$ cat src/rtl/link_pkg.sv
// Shared types and constant helpers for the symbol link sequencer.
// Holds the FSM state encoding plus the width and symbol-count derivations.
package link_pkg;

    typedef enum logic [1:0] {
        ST_IDLE  = 2'd0,
        ST_TX    = 2'd1,
        ST_DRAIN = 2'd2,
        ST_DONE  = 2'd3
    } link_state_e;

    function automatic int link_clog2(input int value);
        int r;
        r = 0;
        while ((1 << r) < value) begin
            r = r + 1;
        end
        return r;
    endfunction

    // Symbols per frame, rounded up so a partial last symbol still gets sent.
    function automatic int link_nsym(input int frame_w, input int sym_w);
        return (frame_w + sym_w - 1) / sym_w;
    endfunction

endpackage

$ cat src/rtl/valid_delay.sv
// Fixed-depth delay line for a single valid bit, modelling channel latency.
// DEPTH=0 is a plain wire so the loopback can be combinational.
module valid_delay #(
    parameter int DEPTH = 1
) (
    input  logic clk,
    input  logic rst_n,
    input  logic valid_i,
    output logic valid_o
);

    generate
        if (DEPTH == 0) begin : g_pass
            logic unused_clk_rst;
            assign unused_clk_rst = clk ^ rst_n;
            assign valid_o = valid_i;
        end else begin : g_pipe
            logic [DEPTH-1:0] sr_q;
            always_ff @(posedge clk or negedge rst_n) begin
                if (!rst_n) begin
                    sr_q <= '0;
                end else begin
                    sr_q[0] <= valid_i;
                    for (int i = 1; i < DEPTH; i++) begin
                        sr_q[i] <= sr_q[i-1];
                    end
                end
            end
            assign valid_o = sr_q[DEPTH-1];
        end
    endgenerate

endmodule

$ cat src/rtl/symbol_link_sequencer.sv
// Serialises a coded frame into channel symbols, collects the returned symbols
// after the channel latency, and reports the reassembled frame and bit errors.
module symbol_link_sequencer
    import link_pkg::*;
#(
    parameter int FRAME_W = 28,
    parameter int SYM_W   = 2,
    parameter int CH_LAT  = 3
) (
    input  logic                                clk,
    input  logic                                rst,
    input  logic                                start,
    input  logic [FRAME_W-1:0]                  frame_i,
    input  logic [FRAME_W-1:0]                  err_mask,
    output logic [SYM_W-1:0]                    tx_sym,
    output logic                                tx_valid,
    input  logic [SYM_W-1:0]                    rx_sym,
    output logic                                busy,
    output logic                                done,
    output logic [FRAME_W-1:0]                  rx_frame,
    output logic [link_clog2(FRAME_W+1)-1:0]    err_cnt,
    output logic [1:0]                          dbg_state_o
);

    localparam int NSYM  = link_nsym(FRAME_W, SYM_W);
    localparam int PAD_W = NSYM * SYM_W;
    localparam int IDX_W = link_clog2(NSYM + 1);
    localparam int CNT_W = link_clog2(FRAME_W + 1);
    localparam logic [IDX_W-1:0] NSYM_IDX = IDX_W'(NSYM);
    localparam logic [IDX_W-1:0] LAST_IDX = IDX_W'(NSYM - 1);

    link_state_e        state_q;
    logic [PAD_W-1:0]   tx_buf_q;
    logic [FRAME_W-1:0] ref_buf_q;
    logic [PAD_W-1:0]   rx_buf_q;
    logic [PAD_W-1:0]   rx_buf_d;
    logic [IDX_W-1:0]   tx_idx_q;
    logic [IDX_W-1:0]   rx_idx_q;
    logic [SYM_W-1:0]   tx_sym_q;
    logic               tx_valid_q;
    logic               busy_q;
    logic               done_q;
    logic [FRAME_W-1:0] rx_frame_q;
    logic [CNT_W-1:0]   err_cnt_q;
    logic [CNT_W-1:0]   err_cnt_d;
    logic [FRAME_W-1:0] diff;
    logic               dl_out;
    logic               capture;
    logic               unused_rx_bits;

    valid_delay #(
        .DEPTH(CH_LAT)
    ) u_valid_delay (
        .clk    (clk),
        .rst_n  (rst),
        .valid_i(tx_valid_q),
        .valid_o(dl_out)
    );

    // Gating on the busy states keeps stray delay-line bits from landing in rx_buf.
    assign capture = dl_out && ((state_q == ST_TX) || (state_q == ST_DRAIN));

    always_comb begin
        rx_buf_d = rx_buf_q;
        if (capture) begin
            rx_buf_d[rx_idx_q*SYM_W +: SYM_W] = rx_sym;
        end
        diff = rx_buf_d[FRAME_W-1:0] ^ ref_buf_q;
        err_cnt_d = '0;
        for (int i = 0; i < FRAME_W; i++) begin
            err_cnt_d = err_cnt_d + CNT_W'(diff[i]);
        end
    end

    assign unused_rx_bits = ^rx_buf_d;

    always_ff @(posedge clk or negedge rst) begin
        if (!rst) begin
            state_q    <= ST_IDLE;
            tx_buf_q   <= '0;
            ref_buf_q  <= '0;
            rx_buf_q   <= '0;
            tx_idx_q   <= '0;
            rx_idx_q   <= '0;
            tx_sym_q   <= '0;
            tx_valid_q <= 1'b0;
            busy_q     <= 1'b0;
            done_q     <= 1'b0;
            rx_frame_q <= '0;
            err_cnt_q  <= '0;
        end else begin
            done_q <= 1'b0;
            case (state_q)
                ST_IDLE: begin
                    if (start) begin
                        tx_buf_q  <= PAD_W'(frame_i ^ err_mask);
                        ref_buf_q <= frame_i;
                        rx_buf_q  <= '0;
                        tx_idx_q  <= '0;
                        rx_idx_q  <= '0;
                        busy_q    <= 1'b1;
                        state_q   <= ST_TX;
                    end
                end
                ST_TX, ST_DRAIN: begin
                    if (state_q == ST_TX) begin
                        if (tx_idx_q != NSYM_IDX) begin
                            tx_sym_q   <= tx_buf_q[tx_idx_q*SYM_W +: SYM_W];
                            tx_valid_q <= 1'b1;
                            tx_idx_q   <= tx_idx_q + 1'b1;
                        end else begin
                            tx_sym_q   <= '0;
                            tx_valid_q <= 1'b0;
                            state_q    <= ST_DRAIN;
                        end
                    end
                    // With zero channel latency the last capture can land while still in TX.
                    if (capture) begin
                        rx_buf_q <= rx_buf_d;
                        rx_idx_q <= rx_idx_q + 1'b1;
                        if (rx_idx_q == LAST_IDX) begin
                            state_q    <= ST_DONE;
                            done_q     <= 1'b1;
                            busy_q     <= 1'b0;
                            tx_sym_q   <= '0;
                            tx_valid_q <= 1'b0;
                            rx_frame_q <= rx_buf_d[FRAME_W-1:0];
                            err_cnt_q  <= err_cnt_d;
                        end
                    end
                end
                ST_DONE: begin
                    state_q <= ST_IDLE;
                end
                default: begin
                    state_q <= ST_IDLE;
                end
            endcase
        end
    end

    assign tx_sym      = tx_sym_q;
    assign tx_valid    = tx_valid_q;
    assign busy        = busy_q;
    assign done        = done_q;
    assign rx_frame    = rx_frame_q;
    assign err_cnt     = err_cnt_q;
    assign dbg_state_o = state_q;

endmodule

$ cat config.mk
export PLATFORM = sky130hd
export DESIGN_NAME = symbol_link_sequencer
export DESIGN_NICKNAME = d
export VERILOG_FILES = /design/src/rtl/link_pkg.sv /design/src/rtl/valid_delay.sv /design/src/rtl/symbol_link_sequencer.sv
export SDC_FILE = /design/constraint.sdc
export NUM_CORES = 1
export LEC_CHECK = 0
export CAP_MARGIN = 20
export CORE_MARGIN = 2
export CORE_UTILIZATION = 55
export CTS_CLUSTER_DIAMETER = 80
export DETAILED_ROUTE_END_ITERATION = 7
export PLACE_DENSITY_LB_ADDON = 0.05
export SKIP_CTS_REPAIR_TIMING = 1
export SYNTH_ARGS = -nofsm -noshare
export SYNTH_HDL_FRONTEND = slang
export SYNTH_SLANG_ARGS = --single-unit
$ cat constraint.sdc
create_clock -name clk -period 13.6 [get_ports clk]
set_clock_uncertainty 0.05 [all_clocks]
set_input_delay 4.08 -clock clk [delete_from_list [all_inputs] [get_ports clk]]
set_output_delay 4.08 -clock clk [all_outputs]
set_load 0.02 [all_outputs]
==> out/qor.csv, run 1 <==
stage,metric,value,unit
outcome,outcome,"complete, no violations",
synthesis,async_flop_share,1.000,
synthesis,synth_edf_count,0,
finish,antenna-diode-count,0,
worst_setup_path,path_max_fanout,11,
finish,num-nets-final,886,
synthesis,synthTopCellsByArea,"dfrtp_1 45%, o21ai_0 5.9%, fa_1 5.3%",
global_routing,antenna_found_initial,0,
clocking,clockBufferDepth,2,
finish,area.growth.synth_to_final,23.13,%
worst_hold_path,min_from,u_valid_delay.g_pipe.sr_q[0],
sta,hold_viol,0,
synthesis,syn_inst,698,
floorplan,start_util,0.5638,
synthesis,ys_warn_count,0,
sta,rsz0062_at_grt,no,
routing,first_pass_iters,5,
global_routing,grtUsageTotal,0.2722,
sta,setup_ws,3.543,ns
routing,postRouteAntennaNets,0,
placed_design,dp_hpwl,13.57,mm
synthesis,synth-seq-cells,135,
placed_design,pre_cts_slack,3.126,ns
floorplan,dieArea,0.01458,mm²
synthesis,synth_flop_cell,dfrtp_1,
worst_setup_path,rrSetupSlack,6.15,ns
worst_setup_path,end_kind,register,
run,drv_cap,0,
clocking,cts_buffers,17,
global_routing,grt_first_pass_wirelength,29.99,mm
clocking,cts_tree,done,
placed_design,place_congestion,0.9219,
routing,drc_errors,0,
global_routing,grt_pass1_vias,5617,
worst_hold_path,hold_class,reg -> reg,
floorplan,core_area,0.01330,mm²
clocking,cts-root-buf,clkbuf_16,
sta,fin_crit_sh,0.7395,
worst_setup_path,cp.required,13.84,ns
worst_setup_path,crit_type,in -> reg,
clocking,clk_pin_slew,0.06,ns
floorplan,rows,42,
placed_design,port_buffers,100,
routing,vias_per_cell,5.662,
finish,layout-drive-gt1-share,0.1189,
routing,wl,18.68,mm
finish,layout_commonest_cell,dfrtp_1,
sta,period_needed,10.06,ns
worst_hold_path,hold_end,u_valid_delay.g_pipe.sr_q[1],
floorplan,io_pins,101,
floorplan,fp.dieW,120.7,µm
clocking,cts_htree_levels,4,
worst_setup_path,crit_arrival,10.29,ns
sta,max_slew_margin,0.2914,
worst_setup_path,cp-start-kind,primary input,
synthesis,synth_area_per_cell,10.74,µm²
routing,drtIter0Drc,450,
routing,vias,5520,
routing,routedWlPerCell,19.16,µm
synthesis,synthDistinctLibCells,58,
placed_design,place_area,0.008605,mm²
synthesis,synth_area,0.007496,mm²
sta,worstMarginPinSlew,1.059,ns
floorplan,die-height,120.7,µm
synthesis,post-synth-top-area-cell,dfrtp_1,
clocking,clock-sinks,135,
worst_setup_path,reg2reg_from,dbg_state_o[0],
finish,final_cell_mix,"135 x dfrtp_1, 99 x clkdlybuf4s50_1, 89 x o21ai_0, 85 x nand2_1, 44 x xnor2_1",
worst_setup_path,rr_worst_depth,22,
worst_setup_path,r2r_end,err_cnt[4],
global_routing,grt_max_degree,87,
sta,fmaxAchievable,99.43,MHz
synthesis,ys_seq_area_frac,0.4507,
synthesis,synth_top_area_share,0.4507,
worst_hold_path,hold_depth,0,
sta,finalMaxSlewViolations,0,
clocking,clk_latency,0.43,ns
sta,fin_setup_tns,0,ns
global_routing,grt-ovfl-total,0,
synthesis,synth_nets,798,
sta,finalSetupViolCount,0,
finish,post-route-util,0.6942,
finish,fin_area,0.009230,mm²
registers in the layout, summed over array words and instances (netlist names):
| signal | flops |
|---|---|
| tx_idx_q | 4 |
| tx_sym | 2 |
| done | 1 |
| dbg_state_o | 2 |
| err_cnt | 5 |
| rx_buf_q | 28 |
| rx_idx_q | 4 |
| ref_buf_q | 28 |
| tx_valid | 1 |
| u_valid_delay.g_pipe.sr_q | 3 |
| tx_buf_q | 28 |
| rx_frame | 28 |
| busy | 1 |
layer usage:
metal  wire, µm  global-route usage  part of all wire  up-vias
met2       9189              0.4410              0.49      165
met3        936             0.04953             0.050       22
met1       8269              0.3754              0.44     2739
met5          0                   0                 0        -
li1           -                   -                 -     2594
met4        285             0.08285             0.015        0
cell usage after synthesis, types with 3 or more instances:
cell / number
nor2_1: 14
o22ai_1: 5
and3_1: 4
mux2i_1: 27
nand2b_1: 8
nand3_1: 12
and2_1: 5
dfrtp_1: 135
buf_1: 4
ha_1: 19
nand3b_1: 3
xor2_1: 14
nand2_1: 86
o211ai_1: 4
xnor2_1: 44
nand4_1: 8
a22oi_1: 3
mux2_2: 33
nor2b_1: 10
o21ai_0: 89
a21oi_1: 13
a21o_1: 4
a22o_1: 10
a31oi_1: 4
a2111oi_4: 4
clkbuf_1: 26
mux4_2: 4
fa_1: 20
nor3_1: 9
inv_1: 33
nand4b_1: 6
buf_2: 3
area by class of cell:
class,count,area (µm²)
flip-flops and latches,135,3378
inverters,34,127.6
multi-input cells,493,3839
clock inverters,14,196.4
fillers,1001,4065
clock buffers,18,429.2
repair buffers,105,1040
well taps,176,220.2
kinds of logic after synthesis:
logic type                 Yosys count  synth area share
and+or+nand+nor                    183            0.1305
xor gates and xnor gates            58           0.06777
adders and majority gates           39           0.08513
buffers and inverters               70           0.03755
AOI/OAI and AO/OA                  149            0.1307
DFF                                135            0.4507
muxes                               64           0.09765
worst max-delay path, cell delays in order:
cell	delay [ns]
clkdlybuf4s50_1	0.59
nand2b_1	0.10
nor2_1	0.60
nor4b_1	0.15
a311oi_1	0.44
fa_1	0.48
inv_1	0.08
fa_1	0.43
fa_1	0.47
fa_1	0.56
inv_1	0.06
fa_1	0.51
fa_1	0.49
inv_1	0.07
ha_1	0.16
inv_1	0.06
fa_1	0.40
nor2b_1	0.13
o21ai_0	0.10
a21boi_0	0.21
o31ai_1	0.10
worst max-delay path by stage:
stage | start | endpoint | slack (ns) | depth (start not counted)
after floorplan | rx_sym[1] | err_cnt[4] | 4.58 | 22
after global placement | rx_sym[1] | err_cnt[4] | 3.35 | 21
after detailed placement | rx_sym[1] | err_cnt[4] | 3.13 | 21
after CTS | rx_sym[1] | err_cnt[4] | 3.54 | 21
after global routing | rx_sym[1] | err_cnt[4] | 3.17 | 21
final | rx_sym[1] | err_cnt[4] | 3.54 | 21
per-stage QoR:
step | cells | hold WS (ns)
2_1_floorplan | 698 | 0.2812
3_3_place_gp | 943 | 0.2906
3_5_place_dp | 943 | 0.2881
4_1_cts | 975 | 0.3010
5_1_grt | 975 | 0.3148
6_report | 975 | 0.2999
Power of run 1 is not shown: default switching activity piles up to over one toggle a cycle in this logic, so the estimate is an artifact.
==> inputs of run 2 (changes only) <==
--- a/config.mk
+++ b/config.mk
@@ -7,7 +7,7 @@
 export LEC_CHECK = 0
 export CAP_MARGIN = 20
 export CORE_MARGIN = 2
-export CORE_UTILIZATION = 55
+export CORE_UTILIZATION = 50
 export CTS_CLUSTER_DIAMETER = 80
 export DETAILED_ROUTE_END_ITERATION = 7
 export PLACE_DENSITY_LB_ADDON = 0.05
==> constraint.sdc (replaced) <==
create_clock -name clk -period 9.06 [get_ports clk]
set_clock_uncertainty 0.05 [all_clocks]
set_input_delay 2.718 -clock clk [delete_from_list [all_inputs] [get_ports clk]]
set_output_delay 2.718 -clock clk [all_outputs]
set_load 0.02 [all_outputs]
==> out/qor.csv, run 2 (synthesized netlist as in run 1, its figures left out) <==
stage,metric,value,unit
outcome,outcome,"complete, no violations",
global_routing,met1_usage,0.3260,
sta,fin_setup_tns,0,ns
worst_setup_path,crit_arrival,8.66,ns
clocking,cts-root-buf,clkbuf_16,
sta,finalMaxSlewViolations,0,
clocking,clk_pin_slew,0.06,ns
placed_design,port_buffers,100,
clocking,clock-sinks,135,
worst_setup_path,cp-start-kind,primary input,
finish,n_fill_cell,1174,
sta,rsz0062_at_grt,no,
routing,vias,5460,
routing,drtIter0Drc,307,
worst_setup_path,path_max_fanout,6,
placed_design,place_congestion,0.8925,
global_routing,grtUsageMet2,0.3904,
finish,area.growth.synth_to_final,23.22,%
routing,drc_errors,0,
global_routing,grtUsageMet3,0.04892,
finish,final_cell_mix,"135 x dfrtp_1, 99 x clkdlybuf4s50_1, 89 x o21ai_0, 85 x nand2_1, 44 x xnor2_1",
finish,layout_commonest_cell,dfrtp_1,
finish,antenna-diode-count,0,
finish,layout-drive-gt1-share,0.1200,
global_routing,grt_pass1_vias,5584,
global_routing,antenna_found_initial,0,
clocking,clockBufferDepth,2,
global_routing,grtUsageTotal,0.2398,
routing,routedWlPerCell,18.58,µm
worst_hold_path,min_from,u_valid_delay.g_pipe.sr_q[0],
routing,vias_per_cell,5.549,
finish,multi_input_comb_area,0.003839,mm²
clocking,cts_htree_levels,4,
run,drv_cap,0,
floorplan,dieArea,0.01599,mm²
floorplan,rows,44,
finish,register_area,0.003378,mm²
routing,wl,18.29,mm
floorplan,fp.dieW,126.4,µm
sta,worstMarginPinSlew,1.007,ns
sta,period_needed,8.426,ns
global_routing,grt_max_degree,87,
sta,max_slew_margin,0.3263,
global_routing,grt-ovfl-total,0,
sta,hold_viol,0,
global_routing,grt_first_pass_wirelength,29.60,mm
sta,finalSetupViolCount,0,
routing,first_pass_iters,4,
placed_design,dp_hpwl,13.63,mm
worst_hold_path,hold_class,reg -> reg,
floorplan,io_pins,101,
worst_setup_path,crit_type,in -> reg,
clocking,clk_latency,0.42,ns
worst_setup_path,reg2reg_from,dbg_state_o[1],
sta,fin_crit_sh,0.9300,
sta,fmaxAchievable,118.7,MHz
clocking,cts_tree,done,
finish,num-nets-final,887,
worst_setup_path,cp-startpoint,rx_sym[1],
worst_setup_path,end_kind,register,
global_routing,grt_busiest_layer,met2,
worst_setup_path,cp.required,9.29,ns
routing,postRouteAntennaNets,0,
floorplan,die-height,126.4,µm
floorplan,start_util,0.5138,
floorplan,core_area,0.01459,mm²
clocking,cts_buffers,17,
## run 2: cell count changes in the layout (fill, tap and decap cells not counted)
cell	previous run	this run
buf_4	5	6
inv_6	4	2
clkbuf_8	0	1
clkinv_4	1	2
clkinvlp_4	3	4
inv_8	0	1
clkinv_2	2	1
bufinv_16	4	3
## run 2: worst max-delay path, cell delays in order
cell             delay, ns
clkdlybuf4s50_1       0.56
nand2b_1              0.09
nor2_1                0.36
buf_4                 0.23
nand4b_1              0.11
nand3_1               0.12
fa_1                  0.55
inv_1                 0.06
fa_1                  0.55
inv_1                 0.06
fa_1                  0.47
fa_1                  0.49
inv_1                 0.06
fa_1                  0.51
fa_1                  0.48
inv_1                 0.07
ha_1                  0.17
inv_1                 0.06
fa_1                  0.40
nor2b_1               0.12
o21ai_0               0.10
a21boi_0              0.20
o31ai_1               0.09
## run 2: area by class of cell
class	count	area share
clock buffer	19	0.04795
timing repair buffer	106	0.1134
multi-input combinational	493	0.4156
clock inverter	13	0.01856
sequential	135	0.3658
inverter	34	0.01382
tap	184	0.02493
## run 2: final timing paths
check / end / slack, ns / depth (start not counted)
setup reg to reg: err_cnt[4] / 1.67 / 22
min in group asynchronous: rx_buf_q[0] / 2.30 / 1
hold reg to reg: u_valid_delay.g_pipe.sr_q[1] / 0.31 / 0
max in group asynchronous: tx_buf_q[15] / 5.44 / 2
hold / removal: u_valid_delay.g_pipe.sr_q[1] / 0.31 / 0
setup / recovery: err_cnt[4] / 0.63 / 23
## run 2: routing by layer
metal  vias to the layer above  wire length (µm)
met3                        18               780
met4                         0               198
met1                      2715              8236
li1                       2610                 -
met5                         -                 0
met2                       117              9070
## run 2: stage by stage
stage	util	hold slack (ns)	worst slack, ns	cells	area [µm²]
5_1_grt	0.6331	0.3261	0.2711	984	9236
3_3_place_gp	0.5910	0.2850	0.3793	952	8622
3_5_place_dp	0.5910	0.2918	0.2129	952	8622
4_1_cts	0.6331	0.2996	0.6408	984	9236
2_1_floorplan	-	0.2812	1.404	698	7496
6_report	0.6331	0.3076	0.6339	984	9236
Power of run 2 is left out for the same reason.
==> inputs of run 3 (changes only) <==
--- a/config.mk
+++ b/config.mk
@@ -6,6 +6,7 @@
 export NUM_CORES = 1
 export LEC_CHECK = 0
 export CAP_MARGIN = 20
+export CORE_ASPECT_RATIO = 0.7
 export CORE_MARGIN = 2
 export CORE_UTILIZATION = 50
 export CTS_CLUSTER_DIAMETER = 80
==> out/qor.csv, run 3 (synthesized netlist as in run 1, its figures left out) <==
stage,metric,value,unit
floorplan,core_area,0.01468,mm²
routing,vias_per_cell,5.612,
clocking,cts_tree,done,
global_routing,grt_pass1_vias,5687,
global_routing,grt_first_pass_wirelength,30.55,mm
routing,postRouteAntennaNets,0,
worst_setup_path,path_max_fanout,6,
sta,fin_setup_tns,0,ns
worst_setup_path,path_delay_family,adder cells,
worst_setup_path,cp.required,9.34,ns
sta,fin_crit_sh,0.9355,
floorplan,io_pins,101,
sta,fmaxAchievable,118.0,MHz
sta,max_slew_margin,0.2468,
floorplan,rows,37,
worst_setup_path,crit_arrival,8.75,ns
placed_design,place_congestion,0.9230,
clocking,clk_pin_slew,0.06,ns
finish,layout_commonest_cell,dfrtp_1,
floorplan,start_util,0.5108,
finish,num-nets-final,887,
floorplan,die-height,106.4,µm
sta,finalSetupViolCount,0,
worst_setup_path,cp-start-kind,primary input,
outcome,outcome,"complete, no violations",
placed_design,dp_hpwl,14.33,mm
sta,hold_viol,0,
finish,area.growth.synth_to_final,23.65,%
finish,layout-drive-gt1-share,0.1200,
placed_design,port_buffers,100,
routing,vias,5584,
global_routing,grtUsageTotal,0.2561,
routing,first_pass_iters,6,
worst_setup_path,cp_cell_sequence,clkdlybuf4s50_1 -> nand2b_1 -> nor2_1 -> buf_4 -> nand4b_1 -> nand3_1 -> fa_1 -> inv_1 -> fa_1 -> inv_1 -> fa_1 -> fa_1 -> inv_1 -> fa_1 -> fa_1 -> inv_1 -> ha_1 -> inv_1 -> fa_1 -> nor2b_1 -> o21ai_0 -> nor3b_1 -> o31ai_1,
worst_setup_path,crit_type,in -> reg,
routing,routedWlPerCell,19.37,µm
worst_hold_path,hold_class,reg -> reg,
worst_setup_path,end_kind,register,
sta,worstMarginPinSlew,1.126,ns
worst_setup_path,path_buf_inv,7,
clocking,clockBufferDepth,2,
clocking,cts_buffers,17,
global_routing,grt_max_degree,76,
floorplan,dieArea,0.01600,mm²
finish,antenna-diode-count,0,
clocking,clk_latency,0.43,ns
sta,finalMaxSlewViolations,0,
routing,drc_errors,0,
run,drv_cap,0,
routing,drtIter0Drc,413,
clocking,clock-sinks,135,
sta,rsz0062_at_grt,no,
clocking,cts_htree_levels,4,
sta,period_needed,8.475,ns
worst_setup_path,max_stage_delay,0.57,ns
finish,final_cell_mix,"135 x dfrtp_1, 99 x clkdlybuf4s50_1, 89 x o21ai_0, 85 x nand2_1, 44 x xnor2_1",
worst_setup_path,slowest_stage,clkdlybuf4s50_1,
global_routing,grt-ovfl-total,0,
worst_setup_path,cpMostUsedCell,fa_1,
global_routing,antenna_found_initial,0,
floorplan,fp.dieW,150.3,µm
clocking,cts-root-buf,clkbuf_16,
routing,wl,19.28,mm
run 3: path summary, 6_finish.rpt:
check                                                    end  slack (ns)                    startpoint  depth (start not counted)
worst max-delay path                              err_cnt[4]        0.58                     rx_sym[1]                         23
max in group asynchronous       u_valid_delay.g_pipe.sr_q[2]        5.21                           rst                          2
min in group asynchronous                        rx_frame[1]        2.31                           rst                          1
worst min register to register  u_valid_delay.g_pipe.sr_q[1]        0.30  u_valid_delay.g_pipe.sr_q[0]                          0
worst min-delay path            u_valid_delay.g_pipe.sr_q[1]        0.30  u_valid_delay.g_pipe.sr_q[0]                          0
worst max register to register                    err_cnt[4]        1.55                   rx_idx_q[0]                         21
run 3: through the flow:
stage	area (µm²)	worst slack, ns	hold slack [ns]	cells	util
3_5_place_dp	8632	0.1966	0.2864	963	0.5882
3_3_place_gp	8632	0.3818	0.2862	963	0.5882
2_1_floorplan	7496	1.404	0.2812	698	-
4_1_cts	9269	0.6245	0.2992	995	0.6316
6_report	9269	0.5848	0.2974	995	0.6316
5_1_grt	9269	0.2566	0.3149	995	0.6316
run 3: worst reg2reg max path: stages (launching register included):
cell and delay [ns]:
dfrtp_1 0.69, inv_1 0.14, ha_1 0.47, or3b_1 0.53, nor4_2 0.41, mux2i_1 0.57, xnor2_1 0.21, fa_1 0.46
fa_1 0.48, fa_1 0.52, fa_1 0.57, inv_1 0.07, fa_1 0.50, fa_1 0.49, inv_1 0.07, ha_1 0.17
inv_1 0.06, fa_1 0.40, nor2b_1 0.13, o21ai_0 0.10, nor3b_1 0.15, o31ai_1 0.18
run 3: layout make-up:
cell class | count | area [µm²]
fillers | 1173 | 5406
repair buffers | 106 | 1044
multi-input cells | 493 | 3839
inverters | 34 | 127.6
well taps | 195 | 244.0
clock inverters | 13 | 193.9
flip-flops and latches | 135 | 3378
clock buffers | 19 | 442.9
run 3: per-layer routing:
metal	wire length, µm	share of wire	global-route usage	vias up
li1	-	-	-	2596
met5	0	0	0	-
met1	9329	0.48	0.3711	2797
met2	8647	0.45	0.3831	169
met4	265	0.014	0.07412	0
met3	1036	0.054	0.06180	22
Power of run 3 is left out for the same reason.
==> RTL edit: new RTL, flow settings as in run 3 <==
Change the parameter `FRAME_W` from 28 to 56.
--- a/src/rtl/symbol_link_sequencer.sv
+++ b/src/rtl/symbol_link_sequencer.sv
@@ -3,7 +3,7 @@
 module symbol_link_sequencer
     import link_pkg::*;
 #(
-    parameter int FRAME_W = 28,
+    parameter int FRAME_W = 56,
     parameter int SYM_W   = 2,
     parameter int CH_LAT  = 3
 ) (
Interface: changed (resized err_cnt, err_mask, frame_i and rx_frame); port bits go from 101 to 186. The function was not compared with the original's and may differ.
==> RTL edit against run 3 <==
  * Final cell count increased by 100%
  * Sequential cell count rose by 115
  * Critical path depth up 2
  * Worst setup slack worse by 390 ps
  * Routed wire length rose by 130%
  * Synthesized area increased by 89%
  * Maximum frequency down 4.4%
  * Sequential share of layout area decreased by 1.5 points
  * Synthesized cell count increased by 99%
  * Design area grew 93%
  * Die area rose by 86%
  * Critical path type unchanged
  * Critical endpoint unchanged
  * Largest cell class unchanged
  * Highest routed layer is now met5
Power is left out: the tool's default activity adds up to more than one toggle a clock period on the data nets, which glitch-free logic cannot reach.
==> RTL edit: results (changes against run 3) <==
status: "completed"
signal_buffers: 284  # +170%
synth-seq-area-share: 0.442  # -0.00894
wire_per_inst_um: 22.3  # +15%
cts.clk_slew.worst_paths_ps: 60  # about the same
ys_types: 67  # +16%
clkbuf_count: 36  # +17
cts_buffer_depth: 3  # +1
clock_area_frac: 0.0473  # -0.0214
multi_input_comb_cells: 981  # +99%
htree_num_levels: 1  # -3
whs_ps: 306  # +8.88 ps
final_net_count: 1814  # +100%
inverters: 83  # +140%
clock_latency_ps: 550  # +120 ps
area.sequential_mm2: 0.00626  # +85%
antenna_found_initial: 1  # +1
antenna_left: 0  # unchanged
seq_cells: 250  # +85%
grt_pass1_vias: 11100  # +95%
async_reset_ff_frac: 1.00  # unchanged
buf_share: 0.146  # +0.0333
filler_cell_count: 2342  # +100%
dr.pass1.iters: 6  # unchanged
critPathArrivalTime_ps: 9210  # +460 ps
grt_max_degree: 166  # +120%
reg2reg_slack_ps: 300  # -1250 ps
clockRootBuffer: "clkbuf_16"
synth_area_leaders: "dfrtp_1, fa_1, xnor2_1"
n_antenna_cell: 0  # unchanged
synthesis.nets: 1580  # +98%
yosysWarnings: 0  # unchanged
yosys.area_share.xor_xnor: 0.0693  # +0.00150
routed_via_density: 5.72  # +1.9%
yosys-top-cells-count: "dfrtp_1, nand2_1, o21ai_0, xnor2_1, inv_1"
drive_gt1_frac: 0.156  # +0.0358
multiInputGateArea_mm2: 0.00743  # +93%
port_buffers: 185  # +85%
initialDrtViolationCount: 1034  # +150%
numCtsBuffers: 26  # +9
grt_pass1_wl_mm: 68.0  # +120%
hp-class: "flip-flop to flip-flop"
grt_util_all_layers: 0.308  # +0.0520
crit_path_max_fanout: 4  # -2
synth.area.mux_share: 0.0947  # -0.00294
maxSlewHeadroom: 0.279  # +0.0322
synth_fa_ha_area_frac: 0.0871  # +0.00198
ys.flop_type: "dfrtp_1"
synth-compound-area-share: 0.136  # +0.00500
hpwl_mm: 34.1  # +140%
finalWeightedCongestion: 0.982  # +6.4%
RTL edit: worst paths after layout:
| check | startpoint | to | depth (start not counted) |
|---|---|---|---|
| max in group asynchronous | rst | ref_buf_q[55]$_DFFE_PN0P_ | 2 |
| min in group asynchronous | rst | rx_frame[19]$_DFFE_PN0P_ | 1 |
| max | rx_sym[1] | err_cnt[4]$_DFFE_PN0P_ | 25 |
| min | u_valid_delay.g_pipe.sr_q[0]$_DFF_PN0_ | u_valid_delay.g_pipe.sr_q[1]$_DFF_PN0_ | 0 |
| min reg2reg | u_valid_delay.g_pipe.sr_q[0]$_DFF_PN0_ | u_valid_delay.g_pipe.sr_q[1]$_DFF_PN0_ | 0 |
| max reg2reg | rx_idx_q[0]$_DFFE_PN0P_ | err_cnt[4]$_DFFE_PN0P_ | 27 |
RTL edit: metal layers:
metal	track usage	share of wire	wire length, um	vias up
met5	0	0.00020	9	-
met4	0.0647	0.021	944	2
met3	0.0721	0.094	4210	71
met2	0.438	0.42	18700	497
met1	0.476	0.47	20900	5653
li1	-	-	-	5299
RTL edit: critical path, stage by stage:
cell and delay (ps):
buf_6 120, buf_4 140, and3_1 160, and2_1 200, a22oi_1 250, xor2_1 130, fa_1 550, inv_1 70
fa_1 530, inv_1 50, fa_1 480, inv_1 50, fa_1 510, fa_1 460, fa_2 630, inv_2 50
fa_1 460, fa_1 490, inv_1 40, ha_2 200, fa_2 360, a21o_1 180, a21oi_2 140, xor2_1 150
o21ai_1 70
RTL edit: per-stage QoR:
step                std cells  setup WS (ps)  area [um^2]
global placement         1968           -816        16900
floorplan                1392           47.7        14200
finish                   2014            193        17900
global route             2014          -12.1        17900
CTS                      2013           -373        17800
detailed placement       1968           -924        16900
